--- config.mk ---
export PLATFORM = sky130hd
export DESIGN_NAME = key_debouncer
export DESIGN_NICKNAME = d
export VERILOG_FILES = /design/src/rtl/key_debouncer.sv
export SDC_FILE = /design/constraint.sdc
export NUM_CORES = 1
export LEC_CHECK = 0
export CORE_MARGIN = 2
export CORE_UTILIZATION = 50
export DETAILED_ROUTE_END_ITERATION = 10
export GPL_TIMING_DRIVEN = 1
export PLACE_DENSITY = 0.67
export SYNTH_ARGS = -nofsm -noshare
export SYNTH_HDL_FRONTEND = slang
export SYNTH_SLANG_ARGS = --single-unit
--- constraint.sdc ---
create_clock -name clk -period 4.93 [get_ports clk]
set_input_delay 0.986 -clock clk [delete_from_list [all_inputs] [get_ports clk]]
set_output_delay 0.986 -clock clk [all_outputs]
set_load 0.01 [all_outputs]
--- src/rtl/key_debouncer.sv ---
// Per-key conditioning of raw active-low board keys: 2-flop synchronizer, debounce counter,
// clean active-high level and one-cycle press/release pulses. Auto-repeat: KEY_DEBOUNCER_AUTOREPEAT_EN.
module key_debouncer #(
    parameter int unsigned clk_mhz          = 50,
    parameter int unsigned w_key            = 7,
    parameter int unsigned debounce_ms      = 10,
    parameter int unsigned repeat_delay_ms  = 500,
    parameter int unsigned repeat_period_ms = 100
) (
    input  logic             clk,
    input  logic             rst_n,
    input  logic [w_key-1:0] key_n_in,
    output logic [w_key-1:0] key,
    output logic [w_key-1:0] key_press,
    output logic [w_key-1:0] key_release,
    output logic             any_key
);

    localparam int unsigned db_raw  = clk_mhz * 1000 * debounce_ms;
    localparam int unsigned db      = (db_raw < 1) ? 1 : db_raw;
    localparam int unsigned cw      = $clog2(db + 1);
    localparam logic [cw-1:0] db_last = cw'(db - 1);

    logic [w_key-1:0] sync1_q, sync2_q;
    logic [w_key-1:0] s;
    logic [w_key-1:0] key_q, key_d;
    logic [w_key-1:0] press_q, press_d;
    logic [w_key-1:0] rel_q, rel_d;
    logic [w_key-1:0] press_evt;
    logic             any_q;
    logic [cw-1:0]    cnt_q [w_key];
    logic [cw-1:0]    cnt_d [w_key];

    assign s = ~sync2_q;

    // A change is accepted on the cycle its run of differing samples would reach db.
    always_comb begin
        for (int i = 0; i < w_key; i++) begin
            cnt_d[i] = '0;
            key_d[i] = key_q[i];
            if (s[i] != key_q[i]) begin
                if (cnt_q[i] == db_last) begin
                    key_d[i] = s[i];
                end else begin
                    cnt_d[i] = cnt_q[i] + cw'(1);
                end
            end
        end
    end

    assign press_evt = key_d & ~key_q;
    assign rel_d     = key_q & ~key_d;

`ifdef KEY_DEBOUNCER_AUTOREPEAT_EN
    localparam int unsigned rd_raw = clk_mhz * 1000 * repeat_delay_ms;
    localparam int unsigned rp_raw = clk_mhz * 1000 * repeat_period_ms;
    localparam int unsigned rd     = (rd_raw < 1) ? 1 : rd_raw;
    localparam int unsigned rp     = (rp_raw < 1) ? 1 : rp_raw;
    localparam int unsigned rcw    = $clog2(((rd > rp) ? rd : rp) + 1);
    localparam logic [rcw-1:0] rd_last = rcw'(rd - 1);
    localparam logic [rcw-1:0] rp_last = rcw'(rp - 1);

    typedef enum logic [1:0] {StIdle, StDelay, StRepeat} rep_state_e;

    rep_state_e       st_q [w_key];
    rep_state_e       st_d [w_key];
    logic [rcw-1:0]   rcnt_q [w_key];
    logic [rcw-1:0]   rcnt_d [w_key];
    logic [w_key-1:0] rep_pulse;

    // Driven from key_d so the release cycle itself can never emit a repeat pulse.
    always_comb begin
        for (int i = 0; i < w_key; i++) begin
            st_d[i]      = st_q[i];
            rcnt_d[i]    = rcnt_q[i];
            rep_pulse[i] = 1'b0;
            if (!key_d[i]) begin
                st_d[i]   = StIdle;
                rcnt_d[i] = '0;
            end else begin
                unique case (st_q[i])
                    StIdle: begin
                        if (press_evt[i]) begin
                            st_d[i]   = StDelay;
                            rcnt_d[i] = '0;
                        end
                    end
                    StDelay: begin
                        if (rcnt_q[i] == rd_last) begin
                            rep_pulse[i] = 1'b1;
                            st_d[i]      = StRepeat;
                            rcnt_d[i]    = '0;
                        end else begin
                            rcnt_d[i] = rcnt_q[i] + rcw'(1);
                        end
                    end
                    StRepeat: begin
                        if (rcnt_q[i] == rp_last) begin
                            rep_pulse[i] = 1'b1;
                            rcnt_d[i]    = '0;
                        end else begin
                            rcnt_d[i] = rcnt_q[i] + rcw'(1);
                        end
                    end
                    default: st_d[i] = StIdle;
                endcase
            end
        end
    end

    always_ff @(posedge clk or negedge rst_n) begin
        if (!rst_n) begin
            for (int i = 0; i < w_key; i++) begin
                st_q[i]   <= StIdle;
                rcnt_q[i] <= '0;
            end
        end else begin
            for (int i = 0; i < w_key; i++) begin
                st_q[i]   <= st_d[i];
                rcnt_q[i] <= rcnt_d[i];
            end
        end
    end

    assign press_d = press_evt | rep_pulse;
`else
    assign press_d = press_evt;
`endif

    always_ff @(posedge clk or negedge rst_n) begin
        if (!rst_n) begin
            sync1_q <= '1;
            sync2_q <= '1;
            key_q   <= '0;
            press_q <= '0;
            rel_q   <= '0;
            any_q   <= 1'b0;
            for (int i = 0; i < w_key; i++) begin
                cnt_q[i] <= '0;
            end
        end else begin
            sync1_q <= key_n_in;
            sync2_q <= sync1_q;
            key_q   <= key_d;
            press_q <= press_d;
            rel_q   <= rel_d;
            any_q   <= |key_d;
            for (int i = 0; i < w_key; i++) begin
                cnt_q[i] <= cnt_d[i];
            end
        end
    end

    assign key         = key_q;
    assign key_press   = press_q;
    assign key_release = rel_q;
    assign any_key     = any_q;

endmodule

=== Word-level counts from Yosys, hierarchy flattened ===
Cells that the tools add are included.

* Register bits after elaboration: 169
* Logic and storage cells: 68

* Add/sub/neg operators: 7
* Equal/unequal tests: 14
* Multiplexer cells: 28
* Bitwise gates (word level): 5
* Reductions and logical operators: 1

{| class="wikitable"
|+ Operators with widths
! kind !! number
|-
| two-way mux 19 bit || 14
|-
| adder 19 x 1 -> 19 bit, second input constant || 7
|-
| == test 19 bit, second input constant || 7
|-
| NOT 7 bit || 3
|-
| AND 7 bit || 2
|-
| two-way mux 1 bit || 14
|-
| inequality test 1 bit || 7
|-
| OR reduction 7 bit || 1
|}

=== Longest topological paths before layout ===
Gate-level depths: netlist (run 1).

* Depth in word-level cells: 5
* Depth in mapped cells: 9

=== Least setup slack after synthesis (run 1) ===
OpenSTA, ideal clock, no wires.

* Path type: register to register
* Start point: register cnt_q[88] (netlist bit)
* End point: register any_q (netlist: any_key)
* Data arrival time: 2.427 ns
* Slack: 2.365 ns
* Stages on the path, launching flop included: 7
* Path buffers: 0
* Path through: dfrtp_1 -> or4b_2 -> nor4_1 -> nand3_1 -> mux2i_1 -> or4_1 -> or4_1

* Longest elaborated chain between the ends: 4

{| class="wikitable"
|+ RTL lines
! element !! RTL line !! source
|-
| start, declared || 31 || <nowiki>logic [cw-1:0] cnt_q [w_key];</nowiki>
|-
| start signal, assigned by index || 149 || <nowiki>cnt_q[i] <= cnt_d[i];</nowiki>
|-
| == test 19 bit || 42 || <nowiki>if (cnt_q[i] == db_last) begin</nowiki>
|-
| two-way mux 1 bit || 42 ||
|-
| two-way mux 1 bit || 41 || <nowiki>if (s[i] != key_q[i]) begin</nowiki>
|-
| named net key_d[2] || 26 || <nowiki>logic [w_key-1:0] key_q, key_d;</nowiki>
|-
| OR reduction 7 bit || 147 || <nowiki>any_q <= |key_d;</nowiki>
|-
| end signal, assigned || 147 ||
|-
| end, declared || 30 || <nowiki>logic any_q;</nowiki>
|}

The timed path passes the listed nets, and every way through them passes these cells.

=== Final worst setup path (run 1) ===
Same ends and word-level chain as after synthesis.

==> results.json, run 1 <==
{
  "outcome": "finished clean",
  "synth_area_leader_cell": "dfrtp_1",
  "grt-ovfl-total": 0,
  "synthCells": 716,
  "ys_seq_elements": 169,
  "slew-limit-headroom_pct": 39.0,
  "routabilityCongestion": 0.773,
  "end_kind": "flop",
  "grt_max_degree": 170,
  "worst_pin_slew_ps": 915,
  "n_fill_cell": 1242,
  "clk_latency_ps": 420,
  "crit_type": "reg -> reg",
  "crit_arrival_ps": 3090,
  "grt_pass1_vias": 5044,
  "ys_top_cells_by_count": "160 x nor2_1, 155 x dfrtp_1, 75 x xor2_1",
  "wirelength_um": 13200,
  "cts-hold-fix-buffers": 0,
  "ys_seq_area_share_pct": 57.2,
  "synth_area_per_cell_um2": 10.4,
  "finalCritPeriodShare_pct": 56.7,
  "diodes": 0,
  "htreeDepth": 4,
  "crit_family": "simple AND/OR/NAND/NOR gates",
  "ant_nets": 0,
  "yosys_warnings": 0,
  "fmax_ghz": 0.357,
  "powerDensity_nw_per_um2": 326,
  "ys.flop_type": "dfrtp_1",
  "critPathMaxFanout": 5,
  "ir_drop_uv": 246,
  "clockRootBuffer": "clkbuf_16",
  "numCtsBuffers": 17,
  "total_power_mw": 2.76,
  "synthArstFlopShare_pct": 100,
  "placed_cells": 915,
  "ctsResizeCount": 0,
  "drtPass1Iterations": 5,
  "drive_above_1_share_pct": 6.16,
  "final_cells": 947,
  "layout_min_cycle_time_ps": 2800,
  "via_count": 5019,
  "clkTransAtPathRegs_ps": 60,
  "crit_required_ps": 5220,
  "cap_violations": 0,
  "track_usage_pct": 17.8,
  "antenna_found_initial": 0,
  "finalSetupViolations": 0,
  "cts_tree": "yes",
  "slowest_stage": "or4b_2",
  "nets": 766,
  "synth_top_area_share_pct": 52.2,
  "first_iter_violations": 336,
  "fin_tns_setup_ps": 0,
  "path_common_cell": "or4_1",
  "skew_ps": 7.86,
  "dieArea_um2": 15800,
  "start_util_pct": 51.1,
  "hpwl_um": 8610,
  "post_cts_buffers": 0,
  "vias_per_cell": 5.30,
  "netlist-cell-type-count": 34,
  "finalHoldViolations": 0,
  "min_path_type": "reg -> reg",
  "drt-wirelength-per-cell_um": 14.0,
  "core_area_um2": 14500,
  "synth.most_common_cell": "nor2_1",
  "area_delta_synth_final_pct": 14.1,
  "clock_path_buffers": 2,
  "grt_setup_unrepaired": "false",
  "synthesis.area_um2": 7430,
  "cts_sinks": 169,
  "cpPeakStageDelay_ps": 670,
  "cp.buffers_inverters": 0,
  "post-route-drc-count": 0,
  "die_x_um": 126,
  "synth_edf_count": 0,
  "maxSlewViolCount": 0,
  "fp.dieH_um": 126,
  "cp-start-kind": "flop",
  "synth_fp_nets": 732,
  "hold-worst-slack_ps": 356,
  "grt_pass1_wl_um": 23100,
  "power.leakage_nw": 3.69,
  "rows": 44,
  "ys_top_cells_by_area": "dfrtp_1 52%, xor2_1 8.8%, nor2_1 8.1%, xnor2_1 5.7%, dfstp_2 5.0%",
  "port_buffers": 30,
  "ioPinCount": 31,
  "crit_chain": "or4b_2 > nor4_1 > nand3_1 > mux2i_1 > or4_1 > or4_1"
}
layout by cell type, fill, tap and decap left out, types with 2 or more instances in the layout:
| master | n |
|---|---|
| and4_1 | 10 |
| or4_1 | 5 |
| nand4b_1 | 4 |
| xnor2_1 | 48 |
| nand4_1 | 26 |
| dfrtp_1 | 155 |
| or4b_1 | 3 |
| clkinv_2 | 3 |
| clkbuf_1 | 4 |
| nor2_1 | 160 |
| nor4_1 | 6 |
| or3_1 | 3 |
| a21oi_1 | 3 |
| nand2_1 | 55 |
| and3_1 | 25 |
| clkdlybuf4s50_1 | 29 |
| nor4b_1 | 3 |
| xor2_1 | 75 |
| mux2i_1 | 5 |
| clkbuf_16 | 17 |
| nor3_1 | 15 |
| nor2b_1 | 2 |
| nor4bb_1 | 2 |
| nand3_1 | 51 |
| ha_1 | 7 |
| o21ai_0 | 2 |
| dfstp_2 | 14 |
| inv_1 | 13 |
| clkbuf_8 | 4 |
| clkinv_4 | 2 |
kinds of logic after synthesis:
| logic type | after synthesis | synth area share (%) |
|---|---|---|
| buf+inv | 29 | 1.62 |
| mux | 5 | 0.674 |
| flops | 169 | 57.2 |
| simple gates | 376 | 24.4 |
| fa+ha+maj | 7 | 1.18 |
| compound gates | 7 | 0.488 |
| xor+xnor | 123 | 14.5 |
cell type report:
type                    instances  area, µm²  share of cell area [%]
clock buffers                  25        495                    5.85
flip-flops and latches        169       4250                    50.1
repair buffers                 31        322                    3.79
multi-input cells             518       3060                    36.1
inverters                      13       48.8                   0.576
well taps                     184        230                    2.72
clock inverters                 7       70.1                   0.827
power breakdown:
group,switching [mW],leakage [nW],internal (mW)
sequential,0.0175,2.30,1.41
combinational,0.0534,1.11,0.0228
clock,0.509,0.277,0.748
registers in the layout, summed over array words and instances, names as in the netlist:
signal       flops
sync2_q          7
any_key          1
key_press        7
cnt_q          133
key              7
sync1_q          7
key_release      7
worst reg2reg max path, cell delays in order (launching register included):
cell     delay (ps)
dfrtp_1         420
or4b_2          670
nor4_1          250
nand3_1         230
mux2i_1         180
or4_1           520
or4_1           410
path summary, 6_finish.rpt:
kind | from | to | slack [ps] | cells after the start
max reg2reg | cnt_q[88]$_DFF_PN0_ | any_key$_DFF_PN0_ | 2130 | 6
min | sync1_q[0]$_DFF_PN1_ | sync2_q[0]$_DFF_PN1_ | 360 | 0
max | cnt_q[88]$_DFF_PN0_ | any_key$_DFF_PN0_ | 2130 | 6
min reg2reg | sync1_q[0]$_DFF_PN1_ | sync2_q[0]$_DFF_PN1_ | 360 | 0
max in group asynchronous | rst_n | cnt_q[129]$_DFF_PN0_ | 3550 | 2
min in group asynchronous | rst_n | cnt_q[121]$_DFF_PN0_ | 670 | 2
per-stage QoR:
| step | util [%] | cell area (µm²) | worst slack [ps] |
|---|---|---|---|
| 2_1_floorplan | - | 7430 | 2360 |
| 3_3_place_gp | 54.4 | 7910 | 2210 |
| 3_5_place_dp | 54.4 | 7910 | 2150 |
| 4_1_cts | 58.3 | 8470 | 2120 |
| 5_1_grt | 58.3 | 8470 | 2030 |
| 6_report | 58.3 | 8470 | 2130 |
metal layers:
metal	global-route usage [%]	up-vias	part of all wire [%]
met3	5.01	15	3.1
met1	23.9	2481	48
met4	5.56	0	1.1
li1	-	2458	-
met5	0	-	0
met2	28.2	65	48
Note: power is estimated with default switching activity, not from simulation.
==> inputs of run 2 (changes only) <==
--- a/config.mk
+++ b/config.mk
@@ -9,7 +9,7 @@
 export CORE_UTILIZATION = 50
 export DETAILED_ROUTE_END_ITERATION = 10
 export GPL_TIMING_DRIVEN = 1
-export PLACE_DENSITY = 0.67
+export PLACE_DENSITY = 0.69
 export SYNTH_ARGS = -nofsm -noshare
 export SYNTH_HDL_FRONTEND = slang
 export SYNTH_SLANG_ARGS = --single-unit
==> constraint.sdc (replaced) <==
create_clock -name clk -period 2.5 [get_ports clk]
set_input_delay 0.5 -clock clk [delete_from_list [all_inputs] [get_ports clk]]
set_output_delay 0.5 -clock clk [all_outputs]
set_load 0.01 [all_outputs]
==> run 2 against run 1 <==
The run now ends with negative setup slack left. Non-clock buffer count is 38 higher. Highest routed layer unchanged. Final cell count is 4.0% higher. Combinational power is 120% higher. Clock-buffer cell count is 6 lower.
==> results.json, run 2 (same netlist as run 1, synthesis figures left out) <==
{
  "layout_min_cycle_time_ps": 2560,
  "slew-limit-headroom_pct": 57.9,
  "min_path_type": "in -> async",
  "powerDensity_nw_per_um2": 617,
  "crit_arrival_ps": 2850,
  "routabilityCongestion": 0.883,
  "cts-hold-fix-buffers": 0,
  "wirelength_um": 13900,
  "grt_max_degree": 68,
  "crit_required_ps": 2800,
  "top_register": "cnt_q",
  "clock_path_buffers": 2,
  "clk_latency_ps": 420,
  "dpl_cell_area_um2": 8190,
  "skew_ps": 13.8,
  "via_count": 5127,
  "critPathMaxFanout": 2,
  "grt_pass1_vias": 5250,
  "end_kind": "flop",
  "core_area_um2": 14500,
  "design_area_um2": 8770,
  "drtPass1Iterations": 4,
  "area_delta_synth_final_pct": 18.1,
  "grt_setup_unrepaired": "true",
  "outcome": "finished, violations left",
  "numCtsBuffers": 17,
  "track_usage_pct": 18.9,
  "grt-ovfl-total": 0,
  "drt-wirelength-per-cell_um": 14.1,
  "fmax_ghz": 0.391,
  "nets": 804,
  "worst_pin_slew_ps": 631,
  "path_common_cell": "or4_1",
  "start_util_pct": 51.1,
  "dieArea_um2": 15800,
  "ant_nets": 0,
  "clockRootBuffer": "clkbuf_16",
  "critPathLaunch": "cnt_q[86]$_DFF_PN0_",
  "r2r_end": "any_key$_DFF_PN0_",
  "finalSetupViolations": 1,
  "drive_above_1_share_pct": 11.4,
  "grt_pass1_wl_um": 24500,
  "final_util_pct": 60.4,
  "diodes": 0,
  "timing.final.ws_setup_ps": -55.8,
  "cts_sinks": 169,
  "first_iter_violations": 294,
  "fp.dieH_um": 126,
  "power.leakage_nw": 3.86,
  "reg2reg_depth": 6,
  "slowest_stage": "or4b_4",
  "cp-start-kind": "flop",
  "r2r_slack_ps": -60,
  "largest_reg_flops": 133,
  "crit_type": "reg -> reg",
  "layout_common_cells": "160 x nor2_1, 155 x dfrtp_1, 75 x xor2_1",
  "timing.rr.start": "cnt_q[86]$_DFF_PN0_",
  "cpPeakStageDelay_ps": 550,
  "finalHoldViolations": 0,
  "crit_chain": "or4b_4 > nor4_4 > nand3_2 > mux2i_1 > or4_1 > or4_1",
  "antenna_found_initial": 0,
  "port_buffers": 30,
  "vias_per_cell": 5.21,
  "clkTransAtPathRegs_ps": 70,
  "layout_commonest_cell": "nor2_1",
  "critPathCapture": "any_key$_DFF_PN0_",
  "rows": 44,
  "post-route-drc-count": 0,
  "finalCritPeriodShare_pct": 102,
  "hpwl_um": 9590,
  "die_x_um": 126,
  "htreeDepth": 4,
  "maxSlewViolCount": 0,
  "cts_tree": "yes",
  "ioPinCount": 31,
  "total_power_mw": 5.41,
  "violations": "negative setup slack",
  "cap_violations": 0,
  "ir_drop_uv": 526
}
run 2: cell count changes in the layout (fill, tap and decap cells not counted), sizes merged:
cell	change
buf	+38
clkbuf	-6
inv	+6
clkinvlp	+3
clkinv	-2
bufinv	-1
run 2: layout make-up:
cell class,count,area (µm²)
Inverter,13,48.8
Multi-Input combinational cell,518,3090
Sequential cell,169,4250
Clock buffer,19,443
Tap cell,184,230
Timing Repair Buffer,69,607
Clock inverter,13,108
Fill cell,1192,5760
run 2: stage by stage:
step,hold slack [ps],TNS (ps),std cells,setup WS (ps)
6_report,83.0,-55.8,985,-55.8
5_1_grt,118,-166,985,-166
4_1_cts,93.7,-76.5,985,-76.5
3_5_place_dp,347,-120,952,-120
3_3_place_gp,346,-95.5,952,-95.5
2_1_floorplan,204,-24.4,716,-24.4
run 2: how the worst min path moves through the flow:
stage,start,end,slack (ps),cells after the start
6_report,rst_n,cnt_q[87]$_DFF_PN0_,80,1
2_1_floorplan,rst_n,any_key$_DFF_PN0_,200,0
5_1_grt,rst_n,cnt_q[122]$_DFF_PN0_,120,1
3_3_place_gp,sync1_q[0]$_DFF_PN1_,sync2_q[0]$_DFF_PN1_,350,0
4_1_cts,rst_n,cnt_q[86]$_DFF_PN0_,90,1
3_5_place_dp,sync1_q[2]$_DFF_PN1_,sync2_q[2]$_DFF_PN1_,350,0
run 2: power breakdown:
| group | total [mW] | leakage, nW | switching (mW) | internal (mW) |
|---|---|---|---|---|
| Combinational | 0.167 | 1.31 | 0.110 | 0.0573 |
| Clock | 2.43 | 0.259 | 1.11 | 1.32 |
| Sequential | 2.82 | 2.30 | 0.0363 | 2.78 |
run 2: metal layers:
metal | GRT usage, % | up-vias | part of all wire [%]
li1 | - | 2534 | -
met5 | 0 | - | 0
met1 | 25.2 | 2524 | 46
met3 | 4.67 | 13 | 2.7
met2 | 30.6 | 56 | 50
met4 | 6.46 | 0 | 1.3
run 2: timing repair:
action / in CTS / in global routing
pin swaps: 3 / 2
resized for setup: 3 / 1
gates cloned: 0 / 0
endpoints found under the setup margin: 1 / 1
setup buffers: 1 / 0
run 2: critical path: cells and delay by family (launching register included):
family / cells / cell delay [ps]
mux: 1 / 160
simple gates: 5 / 1880
flops: 1 / 390
==> inputs of run 3 (changes only) <==
--- a/config.mk
+++ b/config.mk
@@ -5,6 +5,7 @@
 export SDC_FILE = /design/constraint.sdc
 export NUM_CORES = 1
 export LEC_CHECK = 0
+export ABC_AREA = 0
 export CORE_MARGIN = 2
 export CORE_UTILIZATION = 50
 export DETAILED_ROUTE_END_ITERATION = 10
==> results of run 3 <==
The final DEF is identical to that of run 2; final timing and power are the same.
